==> src/rtl/fp_add_sequencer.sv <==
// Sequencer for FP32 add/sub: captures one operand pair, resolves special operands locally, otherwise runs the adder core.
// Latency: special path result two cycles after accept; core path result one cycle after core_done (or after timeout).
// Backpressure: one transaction in flight; in_ready low outside IDLE; result held in DONE until out_ready.
module fp_add_sequencer #(
    parameter int TIMEOUT_CYCLES = 64
) (
    input  logic        clk,
    input  logic        rst,
    input  logic        in_valid,
    output logic        in_ready,
    input  logic [31:0] in_a,
    input  logic [31:0] in_b,
    input  logic        in_sub,
    output logic        core_start,
    output logic [31:0] core_a,
    output logic [31:0] core_b,
    input  logic        core_done,
    input  logic [31:0] core_result,
    output logic        out_valid,
    input  logic        out_ready,
    output logic [31:0] out_result,
    output logic        out_special,
    output logic        out_timeout,
    output logic        busy
);

    typedef enum logic [2:0] {
        S_IDLE  = 3'd0,
        S_EVAL  = 3'd1,
        S_ISSUE = 3'd2,
        S_WAIT  = 3'd3,
        S_DONE  = 3'd4
    } state_t;

    localparam logic [2:0] C_ZERO = 3'b000;
    localparam logic [2:0] C_INF  = 3'b001;
    localparam logic [2:0] C_SUB  = 3'b010;
    localparam logic [2:0] C_NORM = 3'b011;
    localparam logic [2:0] C_NAN  = 3'b100;

    localparam logic [31:0] QNAN_POS = 32'h7FC00000;
    localparam logic [31:0] QNAN_NEG = 32'hFFC00000;

    // Timer only needs to reach TIMEOUT_CYCLES-1; keep at least one bit when the timeout is disabled.
    localparam int TW = (TIMEOUT_CYCLES > 0) ? (($clog2(TIMEOUT_CYCLES + 1) > 0) ? $clog2(TIMEOUT_CYCLES + 1) : 1) : 1;
    localparam logic [TW-1:0] TMAX = TW'(TIMEOUT_CYCLES - 1);

    function automatic logic [2:0] classify(input logic [31:0] x);
        logic [2:0] c;
        if (x[30:23] == 8'h00)      c = (x[22:0] == 23'd0) ? C_ZERO : C_SUB;
        else if (x[30:23] == 8'hFF) c = (x[22:0] == 23'd0) ? C_INF : C_NAN;
        else                        c = C_NORM;
        return c;
    endfunction

    // Returns {handled, result}. NaNs propagate quieted (A first); Inf-Inf is the negative default qNaN;
    // zero plus zero follows round-to-nearest sign rules; zero plus finite returns the other operand.
    function automatic logic [32:0] special_cases(input logic [31:0] a, input logic [31:0] b);
        logic [2:0]  ta;
        logic [2:0]  tb;
        logic [32:0] r;
        ta = classify(a);
        tb = classify(b);
        r  = 33'd0;
        if (ta == C_NAN)                       r = {1'b1, a | 32'h00400000};
        else if (tb == C_NAN)                  r = {1'b1, b | 32'h00400000};
        else if (ta == C_INF && tb == C_INF)   r = {1'b1, (a[31] == b[31]) ? a : QNAN_NEG};
        else if (ta == C_INF)                  r = {1'b1, a};
        else if (tb == C_INF)                  r = {1'b1, b};
        else if (ta == C_ZERO && tb == C_ZERO) r = {1'b1, a[31] & b[31], 31'd0};
        else if (ta == C_ZERO)                 r = {1'b1, b};
        else if (tb == C_ZERO)                 r = {1'b1, a};
        return r;
    endfunction

    state_t        state;
    state_t        state_nxt;
    logic [31:0]   a_q;
    logic [31:0]   b_q;
    logic [31:0]   res_q;
    logic          special_q;
    logic          timeout_q;
    logic [TW-1:0] timer;

    logic          cap_en;
    logic          res_ld;
    logic [31:0]   res_nxt;
    logic          special_nxt;
    logic          timeout_nxt;
    logic          tmr_clr;
    logic          tmr_inc;
    logic [32:0]   sc;
    logic          tmo_hit;

    assign sc      = special_cases(a_q, b_q);
    assign tmo_hit = (TIMEOUT_CYCLES != 0) && (timer == TMAX);

    assign in_ready    = (state == S_IDLE) && !rst;
    assign core_start  = (state == S_ISSUE);
    assign out_valid   = (state == S_DONE);
    assign busy        = (state != S_IDLE);
    assign core_a      = a_q;
    assign core_b      = b_q;
    assign out_result  = res_q;
    assign out_special = special_q;
    assign out_timeout = timeout_q;

    // State register.
    always_ff @(posedge clk or posedge rst) begin
        if (rst) state <= S_IDLE;
        else     state <= state_nxt;
    end

    // Next-state and datapath load decisions.
    always_comb begin
        state_nxt   = state;
        cap_en      = 1'b0;
        res_ld      = 1'b0;
        res_nxt     = res_q;
        special_nxt = special_q;
        timeout_nxt = timeout_q;
        tmr_clr     = 1'b0;
        tmr_inc     = 1'b0;
        case (state)
            S_IDLE: begin
                if (in_valid && in_ready) begin
                    cap_en    = 1'b1;
                    state_nxt = S_EVAL;
                end
            end
            S_EVAL: begin
                if (sc[32]) begin
                    res_ld      = 1'b1;
                    res_nxt     = sc[31:0];
                    special_nxt = 1'b1;
                    timeout_nxt = 1'b0;
                    state_nxt   = S_DONE;
                end else begin
                    state_nxt = S_ISSUE;
                end
            end
            S_ISSUE: begin
                tmr_clr   = 1'b1;
                state_nxt = S_WAIT;
            end
            S_WAIT: begin
                tmr_inc = 1'b1;
                if (core_done) begin
                    res_ld      = 1'b1;
                    res_nxt     = core_result;
                    special_nxt = 1'b0;
                    timeout_nxt = 1'b0;
                    state_nxt   = S_DONE;
                end else if (tmo_hit) begin
                    res_ld      = 1'b1;
                    res_nxt     = QNAN_POS;
                    special_nxt = 1'b0;
                    timeout_nxt = 1'b1;
                    state_nxt   = S_DONE;
                end
            end
            S_DONE: begin
                if (out_ready) state_nxt = S_IDLE;
            end
            default: state_nxt = S_IDLE;
        endcase
    end

    // Operand capture; B sign is flipped here so the core only ever adds.
    always_ff @(posedge clk or posedge rst) begin
        if (rst) begin
            a_q <= 32'd0;
            b_q <= 32'd0;
        end else if (cap_en) begin
            a_q <= in_a;
            b_q <= {in_b[31] ^ in_sub, in_b[30:0]};
        end
    end

    // Result and status flags, loaded only on entry to DONE so they stay stable there.
    always_ff @(posedge clk or posedge rst) begin
        if (rst) begin
            res_q     <= 32'd0;
            special_q <= 1'b0;
            timeout_q <= 1'b0;
        end else if (res_ld) begin
            res_q     <= res_nxt;
            special_q <= special_nxt;
            timeout_q <= timeout_nxt;
        end
    end

    // Wait timer; saturates so it cannot wrap when the timeout is disabled.
    always_ff @(posedge clk or posedge rst) begin
        if (rst) begin
            timer <= '0;
        end else if (tmr_clr) begin
            timer <= '0;
        end else if (tmr_inc && (timer != {TW{1'b1}})) begin
            timer <= timer + TW'(1);
        end
    end

endmodule
==> config.mk <==
export PLATFORM = sky130hd
export DESIGN_NAME = fp_add_sequencer
export DESIGN_NICKNAME = d
export VERILOG_FILES = /design/src/rtl/fp_add_sequencer.sv
export SDC_FILE = /design/constraint.sdc
export NUM_CORES = 1
export LEC_CHECK = 0
export CORE_UTILIZATION = 30
export CTS_CLUSTER_SIZE = 8
export DETAILED_ROUTE_END_ITERATION = 16
export PLACE_DENSITY = 0.65
export SYNTH_ARGS = -nofsm -noshare
export SYNTH_HDL_FRONTEND = slang
export SYNTH_SLANG_ARGS = --single-unit
==> constraint.sdc <==
create_clock -name clk -period 8.2 [get_ports clk]
set_clock_uncertainty 0.2 [all_clocks]
set_input_delay 1.64 -clock clk [delete_from_list [all_inputs] [get_ports clk]]
set_output_delay 1.64 -clock clk [all_outputs]
set_load 0.05 [all_outputs]
# --- Word level (Yosys, flattened, before mapping) ---
# Index checks and enable logic that the tools add are counted.
word_totals:
  regBits: 108
  elab_cells: 90
classes:
  add_sub_neg: 1
  n_eq_ne: 17
  n_mux: 45
  bitwise_logic: 2
  n_reduce_logical: 18
ops:
  columns: ["cell", "count"]
  rows:
  - ["two-way mux 33 bit", 8]
  - ["two-way mux 32 bit", 4]
  - ["case mux 32 bit (2 select lines)", 1]
  - ["zero test 23 bit", 2]
  - ["two-way mux 3 bit", 11]
  - ["== test 8 bit, second input constant", 2]
  - ["zero test 8 bit", 2]
  - ["case mux 3 bit (5 select lines)", 1]
  - ["two-way mux 7 bit", 2]
  - ["two-way mux 1 bit", 13]
  - ["== test 3 x 1 -> 1 bit, second input constant", 3]
  - ["== test 3 bit, second input constant", 3]
  - ["zero test 3 bit", 3]
  - ["adder 7 x 1 -> 7 bit, second input constant", 1]
  - ["== test 7 x 6 -> 1 bit, second input constant", 1]
  - ["!= test 7 bit, second input constant", 1]
  - ["== test 3 x 2 -> 1 bit, second input constant", 2]
  - ["case mux 1 bit (2 select lines)", 3]
  - ["logical AND 1 bit", 5]
  - ["two-way mux 2 bit", 2]
  - ["!= test 2 x 1 -> 1 bit, second input constant", 2]
  - ["AND reduction 4 bit", 1]
  - ["nonzero test 2 bit", 2]
  - ["!= test 3 bit, second input constant", 1]
  - ["7 further kinds", 7]

# --- Logic depth before layout (Yosys ltp) ---
# Gate-level depths: netlist of the first run.
logic_depth:
  depth_word: 16
  depth_mapped: 10
  mapped_depth_nobuf: 8

# --- Worst setup path before layout of the first run ---
# OpenSTA, ideal clock, no wires.
synth_timing:
  path_type: "input to output"
  from: "input rst"
  to: "output in_ready"
  t_arrival_ns: 2.323
  required_ns: 6.360
  setup_slack_ns: 4.037
  stages: 1
  path_buffers: 0
  path_cell_list: "nor2_1"
synth_between:
  elab_chain_len: 2
synth_lines:
  columns: ["element", "line", "rtl"]
  rows:
  - ["start, declared", "8", "input logic rst,"]
  - ["zero test 1 bit (no line)", null, null]
  - ["logical AND 1 bit", "98", "assign in_ready = (state == S_IDLE) && !rst;"]
  - ["end, declared", "10", "output logic in_ready,"]
# No other way between the ends.

# --- Worst setup path after layout of the first run ---
# Same ends and word-level chain as after synthesis.

==> results of run 1 <==
## stage by stage
stage / hold WS [ns] / area [um2] / cells / util, %
6_report: 0.2989 / 7870 / 896 / 45.34
3_5_place_dp: 0.2868 / 7576 / 880 / 43.65
2_1_floorplan: 0.2788 / 5360 / 475 / -
5_1_grt: 0.3339 / 7870 / 896 / 45.34
4_1_cts: 0.3036 / 7870 / 896 / 45.34
3_3_place_gp: 0.2726 / 7576 / 880 / 43.65
## cells by family (layout without fill, tap and decap cells)
group	count (synthesis)	in the layout	synth area share, %
multiplexers	64	64	13.42
AND/OR/NAND/NOR	142	142	14.80
flip-flops	108	108	50.42
AO/OA/AOI/OAI	111	111	16.13
buffers and inverters	42	238	3.711
XOR/XNOR	5	5	0.8170
adder cells (fa/ha/maj)	3	3	0.7004
## power by group
part / internal (W) / total [W] / switching [W]
combinational: 0.000650 / 0.00182 / 0.00117
sequential: 0.000756 / 0.00103 / 0.000277
clock: 0.000237 / 0.000435 / 0.000198
## worst paths after layout
kind / end / slack (ns) / depth (start not counted)
min in group asynchronous: out_special$_DFFE_PP0P_ / 1.60 / 2
max: in_ready / 3.24 / 3
max reg2reg: out_result[31]$_DFFE_PP0P_ / 4.66 / 7
min: out_timeout$_DFFE_PP0P_ / 0.30 / 2
max in group asynchronous: out_result[6]$_DFFE_PP0P_ / 5.04 / 3
min reg2reg: out_timeout$_DFFE_PP0P_ / 0.30 / 2
## final cells by class
type / count / area (um2) / area share [%]
Clock buffer: 10 / 229.0 / 2.909
Clock inverter: 6 / 65.06 / 0.8267
Inverter: 13 / 51.30 / 0.6518
Multi-Input combinational cell: 325 / 2464 / 31.30
Sequential cell: 108 / 2703 / 34.34
Tap cell: 225 / 281.5 / 3.577
Timing Repair Buffer: 209 / 2077 / 26.39
## cells in the final DEF, fill, tap and decap left out, types with 10 or more instances in the layout
cell / count
a21oi_1: 10
a221oi_2: 11
nor3_1: 11
clkdlybuf4s50_1: 203
a211oi_1: 20
a31oi_1: 10
nor3_2: 10
nor2_1: 48
inv_1: 12
dfrtp_1: 108
nand2_1: 20
o21ai_0: 18
mux2_2: 63
## worst min-delay path, cell delays in order (launching register included)
cell and delay, ns:
dfrtp_1 0.36, nand2_1 0.05, o31ai_1 0.05
## flip-flops by register name (all words and copies together) (netlist names)
| name | flops |
|---|---|
| core_a | 32 |
| core_b | 32 |
| out_result | 32 |
| out_special | 1 |
| out_timeout | 1 |
| state | 3 |
| timer | 7 |
## per-layer routing
metal | up-vias | share of wire [%]
li1 | 2159 | -
met1 | 2302 | 42
met2 | 159 | 49
met3 | 24 | 6.6
met4 | 0 | 2.3
met5 | - | 0
==> impl_metrics.json, run 1 <==
{
  "netlist.area_leader.share_pct": 50.42,
  "remaining_drc_errors": 0,
  "start_util_pct": 30.88,
  "crit_required_ns": 6.36,
  "yosysMostFrequentCell": "dfrtp_1",
  "rsz0062_at_grt": "no",
  "finalMaxSlewViolations": 0,
  "ys_ff_latch": 108,
  "netlist_area_um2": 5360,
  "grt_pass1_wl_um": 27340,
  "synthArstFlopShare_pct": 100.0,
  "leakage_nw": 3.092,
  "grt_pass1_vias": 4808,
  "ys_seq_area_share_pct": 50.42,
  "synth_largest_area_cell": "dfrtp_1",
  "cts_resized": 0,
  "synth_cell_type_count": 56,
  "use_met3_pct": 5.088,
  "busiest_layer": "met2",
  "die_w_um": 135.7,
  "clockBufferDepth": 2,
  "grt_overflow": 0,
  "worst_path_most_repeated_cell": "clkdlybuf4s50_1",
  "die_area_um2": 18410,
  "use_met1_pct": 25.09,
  "wl_per_cell_um": 19.71,
  "syn-instance-count": 475,
  "cts_root_buf": "clkbuf_16",
  "startpoint_type": "input port",
  "htreeDepth": 3,
  "min_path_type": "reg -> reg",
  "post-place-ws_ns": 3.235,
  "synth-edff-count": 0,
  "nFillCells": 1610,
  "crit_fanout": 2,
  "clock_latency_ns": 0.35,
  "fin_tns_setup_ns": 0,
  "cp_top_family": "buffers and inverters",
  "placementRows": 48,
  "cp.arrival_ns": 3.12,
  "syn_avg_cell_area_um2": 11.28,
  "yosys_warnings": 0,
  "wl_um": 17660,
  "netlist_top_cells_area": "dfrtp_1 (50%), mux2_2 (13%), nor2_1 (3.4%), a221oi_2 (3.1%), a211oi_1 (2.8%)",
  "drive_above_1_share_pct": 17.88,
  "dp_hpwl_um": 13070,
  "slew_headroom_pct": 33.66,
  "core_area_um2": 17360,
  "syn-num-nets": 580,
  "fin_crit_sh_pct": 60.53,
  "grt_use_total_pct": 19.60,
  "cts_tree": "built",
  "vias": 4644,
  "synth_ff_type": "dfrtp_1",
  "die_y_um": 135.7,
  "drtAntennaViolNets": 0,
  "grt_max_degree": 67,
  "total_power_w": 0.003285,
  "crit_path_top_delay_cell": "clkdlybuf4s50_1",
  "path_buf_inv": 2,
  "first_pass_iters": 4,
  "critical_path_class": "in -> out",
  "area_delta_synth_final_pct": 46.83,
  "min_from": "out_timeout$_DFFE_PP0P_",
  "clk_pin_slew_ns": 0.07,
  "fmax_mhz": 201.5,
  "maxCapViolCount": 0,
  "final-hold-violation-count": 0,
  "slowest_delay_ns": 0.82,
  "synth_commonest_cells": "dfrtp_1 (108), mux2_2 (63), nor2_1 (48)",
  "power.density_nw_per_um2": 417.5,
  "cts_hold_buf": 0,
  "place_congestion": 0.8584,
  "cts.sinks": 108,
  "n_antenna_cell": 0,
  "cts_made_buffers": 9,
  "crit_chain": "clkdlybuf4s50_1 > nor2_1 > clkdlybuf4s50_1",
  "finalWorstSetupSlack_ns": 3.236,
  "peakVddDrop_mv": 0.2539,
  "status": "finished, final reports clean",
  "ioPinCount": 204,
  "worstMarginPinSlew_ns": 0.9926,
  "rr_startpoint": "core_b[1]$_DFFE_PP0P_",
  "grt_antenna_before_repair": 0,
  "postCtsSetupBuffers": 0,
  "setup_violations": 0,
  "nets": 771,
  "fin_crit_ns": 4.964,
  "gr-usage-met2_pct": 31.94,
  "drt_iter0_markers": 242,
  "cp-end-kind": "output port",
  "vias_per_cell": 5.183,
  "portBuffers": 203,
  "crit_path_start": "rst"
}
(Power assumes the default switching activity.)
==> run 2: changes to the inputs <==
- PLACE_DENSITY: 0.65 -> 0.67
- clock period: 8.2 -> 4.1 ns (I/O delays scaled with it)
==> impl_metrics.json, run 2 (synthesis gave the netlist of run 1 again) <==
{
  "die_y_um": 135.7,
  "grt_pass1_wl_um": 28230,
  "n_antenna_cell": 0,
  "grt_max_degree": 60,
  "core_area_um2": 17360,
  "fin_crit_ns": 3.449,
  "cp-end-kind": "register",
  "peakVddDrop_mv": 0.5339,
  "first_pass_iters": 4,
  "cts.sinks": 108,
  "startpoint_type": "register",
  "p_int_w": 0.003381,
  "netSwitchingPower_w": 0.003318,
  "place_congestion": 0.9389,
  "clk_pin_slew_ns": 0.07,
  "layout_commonest_cell": "clkdlybuf4s50_1",
  "clock_latency_ns": 0.36,
  "final-hold-violation-count": 0,
  "slew_headroom_pct": 41.31,
  "combPwrFrac_pct": 54.8,
  "finalWorstSetupSlack_ns": 0.6509,
  "fin_crit_sh_pct": 84.12,
  "critical_path_class": "reg -> reg",
  "status": "finished, final reports clean",
  "wl_per_cell_um": 20.14,
  "layout_common_cells": "clkdlybuf4s50_1 (203), dfrtp_1 (108), mux2_2 (63)",
  "worstMarginPinSlew_ns": 0.8782,
  "ioPinCount": 204,
  "p_seq_share_pct": 30.9,
  "cts_made_buffers": 9,
  "drt_iter0_markers": 314,
  "post-place-ws_ns": 0.7453,
  "pwr-share-clk_pct": 14.3,
  "cts_resized": 0,
  "post-route-util_pct": 45.76,
  "drtAntennaViolNets": 0,
  "grt_antenna_before_repair": 0,
  "placementRows": 48,
  "htreeDepth": 3,
  "finalMaxSlewViolations": 0,
  "clockBufferDepth": 2,
  "fin_tns_setup_ns": 0,
  "nFillCells": 1568,
  "placed_cells": 882,
  "remaining_drc_errors": 0,
  "vias": 4814,
  "dp_hpwl_um": 13510,
  "min_path_type": "reg -> reg",
  "cts_hold_buf": 0,
  "cts_tree": "built",
  "fmax_mhz": 289.9,
  "swShare_pct": 49.53,
  "holdWs_ns": 0.2951,
  "drive_above_1_share_pct": 18.28,
  "vias_per_cell": 5.361,
  "power.density_nw_per_um2": 843.4,
  "crit_fanout": 20,
  "die_w_um": 135.7,
  "wl_um": 18090,
  "instances_no_fill": 898,
  "start_util_pct": 30.88,
  "cts_root_buf": "clkbuf_16",
  "grt_use_total_pct": 20.38,
  "grt_overflow": 0,
  "portBuffers": 203,
  "grt_pass1_vias": 4958,
  "die_area_um2": 18410,
  "crit_required_ns": 4.19,
  "leakage_nw": 3.121,
  "setup_violations": 0,
  "nets": 773,
  "maxCapViolCount": 0,
  "postCtsSetupBuffers": 0,
  "cp.arrival_ns": 3.54,
  "rsz0062_at_grt": "no",
  "area_delta_synth_final_pct": 48.18
}
run 2: cell count changes in the layout (fill, tap and decap cells not counted):
cell        previous run  this run
buf_12                 0         2
bufinv_16              1         2
clkbuf_1               1         0
clkbuf_8               0         1
clkinv_2               2         1
clkinv_4               2         0
clkinvlp_4             1         3
run 2: stage by stage:
step	power, W	instance area [um2]
after floorplan	0.004332	5360
after global placement	0.005701	7616
after detailed placement	0.005760	7616
after CTS	0.006735	7943
after global routing	0.006995	7943
final	0.006699	7943
run 2: power groups by stage:
stage	clock network, W	registers [W]	logic (W)
floorplan	0	0.00338	0.000957
global placement	0	0.00206	0.00364
detailed placement	0	0.00208	0.00368
CTS	0.000977	0.00207	0.00369
global route	0.00101	0.00214	0.00384
finish	0.000955	0.00207	0.00367
run 2: worst max-delay path: stages (launching register included):
cell and delay, ns:
dfrtp_1 0.42, nor4_1 0.53, nand4_1 0.38, nor4_4 0.55, or3_1 0.30, nand2_2 0.35, a2111oi_1 0.45, a221o_1 0.20
run 2: area by class of cell:
class / count / area [um2] / area share, %
Inverter: 13 / 51.30 / 0.6459
Multi-Input combinational cell: 325 / 2464 / 31.02
Clock buffer: 10 / 239.0 / 3.009
Timing Repair Buffer: 211 / 2117 / 26.65
Clock inverter: 6 / 87.58 / 1.103
Sequential cell: 108 / 2703 / 34.03
Tap cell: 225 / 281.5 / 3.544
run 2: worst paths after layout:
| kind | from | cells after the start | slack (ns) | end |
|---|---|---|---|---|
| max | core_b[1]$_DFFE_PP0P_ | 7 | 0.65 | out_result[31]$_DFFE_PP0P_ |
| max in group asynchronous | rst | 3 | 2.16 | out_result[27]$_DFFE_PP0P_ |
| min reg2reg | out_timeout$_DFFE_PP0P_ | 2 | 0.30 | out_timeout$_DFFE_PP0P_ |
| min in group asynchronous | rst | 2 | 0.74 | timer[5]$_DFFE_PP0P_ |
| max reg2reg | core_b[1]$_DFFE_PP0P_ | 7 | 0.65 | out_result[31]$_DFFE_PP0P_ |
| min | out_timeout$_DFFE_PP0P_ | 2 | 0.30 | out_timeout$_DFFE_PP0P_ |
run 2: per-layer routing:
metal / wire length (um) / GRT usage [%]
met1: 7469 / 25.57
met2: 8950 / 33.67
met3: 1311 / 5.088
met4: 353 / 7.553
met5: 0 / 0
